## config.mk

```make
export PLATFORM = sky130hd
export DESIGN_NAME = conv_scheduler
export DESIGN_NICKNAME = d
export VERILOG_FILES = /design/src/rtl/conv_scheduler.sv
export SDC_FILE = /design/constraint.sdc
export NUM_CORES = 1
export LEC_CHECK = 0
export CAP_MARGIN = 5
export CELL_PAD_IN_SITES_DETAIL_PLACEMENT = 0
export CELL_PAD_IN_SITES_GLOBAL_PLACEMENT = 1
export CORE_ASPECT_RATIO = 1.2
export CORE_MARGIN = 8
export CORE_UTILIZATION = 37
export DETAILED_ROUTE_END_ITERATION = 7
export GPL_ROUTABILITY_DRIVEN = 0
export PLACE_DENSITY = 0.86
export SLEW_MARGIN = 20
export SYNTH_ARGS = -nofsm -noshare
export SYNTH_HDL_FRONTEND = slang
export SYNTH_SLANG_ARGS = --single-unit
```

## constraint.sdc

```tcl
create_clock -name clk -period 2.3 [get_ports clk]
set_clock_uncertainty 0.2 [all_clocks]
set_input_delay 0.46 -clock clk [delete_from_list [all_inputs] [get_ports clk]]
set_output_delay 0.46 -clock clk [all_outputs]
set_load 0.02 [all_outputs]
```

## src/rtl/conv_scheduler.sv

```systemverilog
// Sequences a convolution unit over every output window of an H x W map in raster order,
// capturing each accumulated result and handing it downstream through a valid/ready port.
module conv_scheduler #(
    parameter int unsigned DATA_WIDTH = 16,
    parameter int unsigned D          = 1,
    parameter int unsigned F          = 5,
    parameter int unsigned H          = 32,
    parameter int unsigned W          = 32
) (
    input  logic                  clk,
    input  logic                  reset,
    input  logic                  start,
    output logic                  busy,
    output logic                  done,
    output logic [7:0]            win_row,
    output logic [7:0]            win_col,
    output logic                  conv_reset,
    input  logic [DATA_WIDTH-1:0] conv_result,
    output logic [DATA_WIDTH-1:0] out_data,
    output logic                  out_valid,
    input  logic                  out_ready
);

    localparam int unsigned LAT      = D * F * F + 2;
    localparam int unsigned CNT_W    = $clog2(LAT);
    localparam int unsigned LAST_ROW = H - F;
    localparam int unsigned LAST_COL = W - F;

    typedef enum logic [1:0] {
        IDLE,
        LOAD,
        COMPUTE,
        OUTPUT
    } state_t;

    state_t                  state;
    state_t                  state_next;
    logic [CNT_W-1:0]        cnt;
    logic [CNT_W-1:0]        cnt_next;
    logic [7:0]              row_next;
    logic [7:0]              col_next;
    logic [DATA_WIDTH-1:0]   data_next;
    logic                    valid_next;
    logic                    done_next;
    logic                    busy_next;
    logic                    conv_reset_next;
    logic                    last_win;
    logic                    handshake;

    assign last_win  = (win_row == 8'(LAST_ROW)) && (win_col == 8'(LAST_COL));
    assign handshake = out_valid && out_ready;

    // State and registered outputs
    always_ff @(posedge clk or posedge reset) begin
        if (reset) begin
            state      <= IDLE;
            cnt        <= '0;
            win_row    <= '0;
            win_col    <= '0;
            out_data   <= '0;
            out_valid  <= 1'b0;
            done       <= 1'b0;
            busy       <= 1'b0;
            conv_reset <= 1'b1;
        end else begin
            state      <= state_next;
            cnt        <= cnt_next;
            win_row    <= row_next;
            win_col    <= col_next;
            out_data   <= data_next;
            out_valid  <= valid_next;
            done       <= done_next;
            busy       <= busy_next;
            conv_reset <= conv_reset_next;
        end
    end

    // Next-state and next-output logic
    always_comb begin
        state_next = state;
        cnt_next   = cnt;
        row_next   = win_row;
        col_next   = win_col;
        data_next  = out_data;
        valid_next = out_valid;
        done_next  = 1'b0;

        case (state)
            IDLE: begin
                if (start) begin
                    state_next = LOAD;
                    row_next   = '0;
                    col_next   = '0;
                end
            end
            LOAD: begin
                state_next = COMPUTE;
                cnt_next   = '0;
            end
            COMPUTE: begin
                if (cnt == CNT_W'(LAT - 1)) begin
                    data_next  = conv_result;
                    valid_next = 1'b1;
                    state_next = OUTPUT;
                end else begin
                    cnt_next = cnt + CNT_W'(1);
                end
            end
            OUTPUT: begin
                if (handshake) begin
                    valid_next = 1'b0;
                    if (last_win) begin
                        done_next  = 1'b1;
                        state_next = IDLE;
                    end else begin
                        state_next = LOAD;
                        if (win_col == 8'(LAST_COL)) begin
                            col_next = '0;
                            row_next = win_row + 8'(1);
                        end else begin
                            col_next = win_col + 8'(1);
                        end
                    end
                end
            end
            default: state_next = IDLE;
        endcase

        // Registered from the next state so they line up with the state register
        busy_next       = (state_next != IDLE);
        conv_reset_next = (state_next == IDLE) || (state_next == LOAD);
    end

endmodule

```

# Word level (Yosys, flattened, before mapping)
# Cells that the tools add are included.
op_classes:
  n_reduce_logical: 14
  add_sub_neg: 3
  n_mux: 22
  n_eq_ne: 13
ops:
  columns: ["cell", "count"]
  rows:
  - ["two-way mux 8 bit", 7]
  - ["one-hot mux 8 bit (2 select lines)", 2]
  - ["adder 8 x 1 -> 8 bit (second input constant)", 2]
  - ["equality test 8 x 5 -> 1 bit (second input constant)", 2]
  - ["inequality test 2 bit (second input constant)", 6]
  - ["one-hot mux 5 bit (2 select lines)", 1]
  - ["one-hot mux 2 bit (4 select lines)", 1]
  - ["nonzero test 2 bit", 4]
  - ["two-way mux 1 bit", 6]
  - ["two-way mux 2 bit", 3]
  - ["adder 5 x 1 -> 5 bit (second input constant)", 1]
  - ["equality test 5 bit (second input constant)", 1]
  - ["two-way mux 5 bit", 1]
  - ["AND reduction 5 bit", 1]
  - ["equality test 2 x 1 -> 1 bit (second input constant)", 2]
  - ["equality test 2 bit (second input constant)", 2]
  - ["zero test 2 bit", 2]
  - ["AND reduction 2 bit", 2]
  - ["AND reduction 4 bit", 1]
  - ["AND reduction 3 bit", 1]
  - ["logical AND 1 bit", 2]
  - ["one-hot mux 1 bit (2 select lines)", 1]
  - ["logical OR 1 bit", 1]
word_totals:
  wordCells: 61
  input_bits: 20
  regBits: 43
  out_inout_bits: 36

# Longest topological paths before layout
depth:
  ltp_word: 7
  depth_mapped: 7
  ltp_nobuf: 6

# Worst setup path after synthesis
# Ideal clock, no wire load.
synth_path:
  path_type: "flip-flop to flip-flop"
  startpoint: "reg win_col[0]"
  endpoint: "reg win_row[5]"
  path_stages_with_launch: 6
  arrival_time_ns: 1.788
  required_ns: 1.956
  path_slack_ns: 0.167
  period_less_slack_ns: 2.133
  n_path_buf: 0
  setup_time_ns: 0.144
  cell_sequence: "dfrtp_1 ha_1 nand4b_1 or4_4 o31ai_4 a31oi_1"
synth_via:
  elab_chain_len: 4
  elab_cells_between_ends: 5
  classes_between: "3 x eq/ne; 2 x reduce/logical"
synth_rtl:
  columns: ["item", "line", "text"]
  rows:
  - ["start: declaration", "16", "output logic [7:0] win_col,"]
  - ["start signal: assignment", "69", "win_col <= col_next;"]
  - ["equality test 8 x 5 -> 1 bit (*)", "50, 117", null]
  - ["logical AND 1 bit", "50", "assign last_win = (win_row == 8'(LAST_ROW)) && (win_col == 8'(LAST_COL));"]
  - ["inequality test 2 bit (no line)", null, null]
  - ["AND reduction 5 bit (no line) (*)", null, null]
  - ["end signal: assignment", "68", "win_row <= row_next;"]
  - ["end: declaration", "15", "output logic [7:0] win_row,"]
# Mark *: on every way between the ends. The rest lies on a longest branch, timed or not.
# A chain may end at the register's enable or synchronous reset.

# Worst setup path in the final report
layout_path:
  startpoint: "reg win_col[0]"
  endpoint: "reg win_row[0]"
# The elaborated chain is that of the path after synthesis.

==> results by group <==
Synth
  – Most frequent cell after synthesis: dfrtp_1
  – Mapped Area: around 2100 um2
  – Seq cells post-synth: 43
  – Cell variety after synth: 43
  – Post-synth EDFFs: 0
  – Synth cell count leaders: 42 x dfrtp_1, 16 x mux2_2, 12 x nand2_1, 12 x nand3_1, 11 x o21ai_0
  – Synth warn: 0
  – Post-synthesis cell count: 179
  – FFs w/ async S/R, synth: 100%
  – Mapped Nets: 203
  – Main synth FF type: dfrtp_1
  – Top cell type's share of synthesized area: 50.8%
  – Synth top area cells: dfrtp_1 51%, mux2_2 8.7%, nand3_1 2.9%, o21ai_0 2.7%, ha_1 2.4%
  – Post-Syn Area per Cell: 11.5 um2
  – Leading area contributor after synthesis: dfrtp_1
  – Sequential area share after synthesis: 52.1%

Global route
  – Total track usage: 12.6%
  – First-pass GRT wire length: 8630 um
  – Initial antenna violation count: 0
  – Grt ovf: 0
  – Largest net degree at the start of global routing: 33
  – Vias in the first global route: 1,791

Power and ir drop
  – Static leakage: 1.17 nW
  – Total power: ~2.8 mW
  – Power Dens Cells: 977 nW/um2
  – VDD IR max: 750 uV

Finish
  – Layout area overhead: 38.5%
  – Diodes inserted: 0
  – Multi-input logic area: 920 um2
  – Fill count: roughly 500
  – Register area: 1080 um2
  – Fin util: 51.9%
  – Post-route design area: 2860 um2
  – Ratio of cells with drive above 1 in the final layout: 16.6%
  – Nets: 270

Timing
  – Crit path time final: between 2 and 2.5 ns
  – Fin crit share: 93.3%
  – RSZ-0062 raised after global routing: false
  – Final hold vios: 0
  – Total Neg Setup Slack: 0 ns
  – FMAX: around 0.47 GHz
  – Final Max Slew Viols: 0
  – Final-report setup violation count: 0
  – Worst-Margin Slew: about 0.48 ns
  – Worst slew margin: 67.8%

Worst setup path
  – CP Class: flip-flop to flip-flop
  – CP Launch Point: win_col[0]$_DFFE_PP0P_
  – R2R cell count: 5
  – R2R Setup Slk: 0.15 ns
  – Crit path DAT: around 2.1 ns
  – CP Max Fanout: 9
  – RR Endpoint: win_row[0]$_DFFE_PP0P_
  – CP endpoint kind: flip-flop
  – Crit path required time: 2.25 ns
  – Crit path capture: win_row[0]$_DFFE_PP0P_
  – RR Startpoint: win_col[0]$_DFFE_PP0P_
  – Worst setup SP type: flip-flop

Die
  – Die W: 84.2 um
  – Die Y: 97.9 um
  – Core box area: 5520 um2
  – Ports: 56
  – Starting Density: 37.5%
  – Cell row count: 30
  – DIE AREA: a little over 8000 um2

Clock tree
  – Clock latency on the worst-skew pair: a little under 0.3 ns
  – Num Clock Sinks: 43
  – Clock root cell: clkbuf_8
  – Gates resized, CTS repair: 0
  – Max clock buf depth: 2
  – Hold_buf cts: 0
  – CTS Buf Count: 5
  – Worst-path clk slew: 0.08 ns
  – TritonCTS clock tree: yes
  – H-Tree Depth: 2
  – Post CTS Setup Buffer Count: 0

Drt
  – TritonRoute pass-1 iters: 4
  – Total vias in the final route: 1,673
  – DR WL/cell: 16.2 um
  – Routed Antenna Nets: 0
  – Post-Route WL: around 5000 um
  – 1st-iter DRT viols: slightly above 70
  – Via density: 5.38
  – DRC viols: 0

Placed design
  – Dpl hpwl: approximately 3700 um
  – Post-DP Area: 2760 um2
  – Buffers on Ports: 55

Min path
  – Hold crit path type: input port to asynchronous set/reset pin

Run
  – Max_cap viols: 0

Outcome
  – Status: complete, no violations
[cell usage in the layout (no fill, tap or decap), types with 3 or more instances in the layout]
master / count
and3_1: 3
o2111ai_1: 3
nand4b_1: 3
nor2_1: 5
mux2i_1: 4
inv_1: 6
a31oi_1: 6
buf_4: 11
o21ai_0: 11
dfrtp_1: 42
nor2b_1: 3
clkdlybuf4s50_1: 55
ha_1: 4
clkbuf_8: 5
a41oi_1: 5
nand2_1: 12
nand4_1: 3
nand3_1: 12
mux2_2: 16
xor2_1: 4
[metal layers]
metal  part of all wire (%)  up-vias  GRT usage [%]
li1                       -      803              -
met3                    4.8        6           3.25
met4                    1.4        0           5.33
met5                      0        -              0
met1                     42      826           14.7
met2                     52       38           21.3
[sequential cells by signal (all words and copies together), names as in the netlist]
register    flops
cnt             5
state           2
done            1
busy            1
conv_reset      1
win_col         8
out_valid       1
out_data       16
win_row         8
[worst max-delay path, cell delays in order, from the launching register on]
cell and delay, ns:
dfrtp_1 0.40, ha_1 0.24, nand4b_1 0.13, or4_4 0.48
o31ai_4 0.40, mux2i_1 0.15
[per-stage QoR]
stage,std cells,hold slack (ns),setup WS [ns]
finish,311,0.224,0.153
global route,311,0.248,0.0177
CTS,311,0.227,0.141
detailed placement,303,0.295,0.0619
global placement,303,0.288,0.0998
floorplan,179,0.309,0.167
[how the worst min path moves through the flow]
stage                       startpoint                 endpoint  slack (ns)  cells after the start
2_1_floorplan       cnt[0]$_DFFE_PP0P_       cnt[0]$_DFFE_PP0P_        0.31                      1
3_3_place_gp   out_data[5]$_DFFE_PP0P_  out_data[5]$_DFFE_PP0P_        0.29                      1
3_5_place_dp   out_data[7]$_DFFE_PP0P_  out_data[7]$_DFFE_PP0P_        0.30                      1
4_1_cts                          reset  out_data[6]$_DFFE_PP0P_        0.23                      2
5_1_grt                          reset  out_data[5]$_DFFE_PP0P_        0.25                      2
6_report                         reset  out_data[6]$_DFFE_PP0P_        0.22                      2
[logic make-up (layout without fill, tap and decap cells)]
kind of cell	count (synthesis)	count (layout)	synth area share, %
fa+ha+maj	4	4	2.42
xor+xnor	6	6	2.54
flops	43	43	52.1
compound gates	36	36	12.5
buf+inv	14	82	3.39
simple gates	56	56	16.4
mux	20	20	10.7
[area by class of cell]
cell class	count	share of cell area, %
Multi-Input combinational cell	122	32.1
Clock buffer	7	2.67
Inverter	7	0.918
Timing Repair Buffer	67	22.8
Clock inverter	1	1.05
Sequential cell	43	37.6
Tap cell	64	2.80
[power breakdown]
part | total [mW] | internal, mW | switching [mW]
clock network | 0.577 | 0.325 | 0.252
registers | 1.17 | 0.967 | 0.198
logic | 1.05 | 0.533 | 0.519
Note: power is estimated with default switching activity, not from simulation.
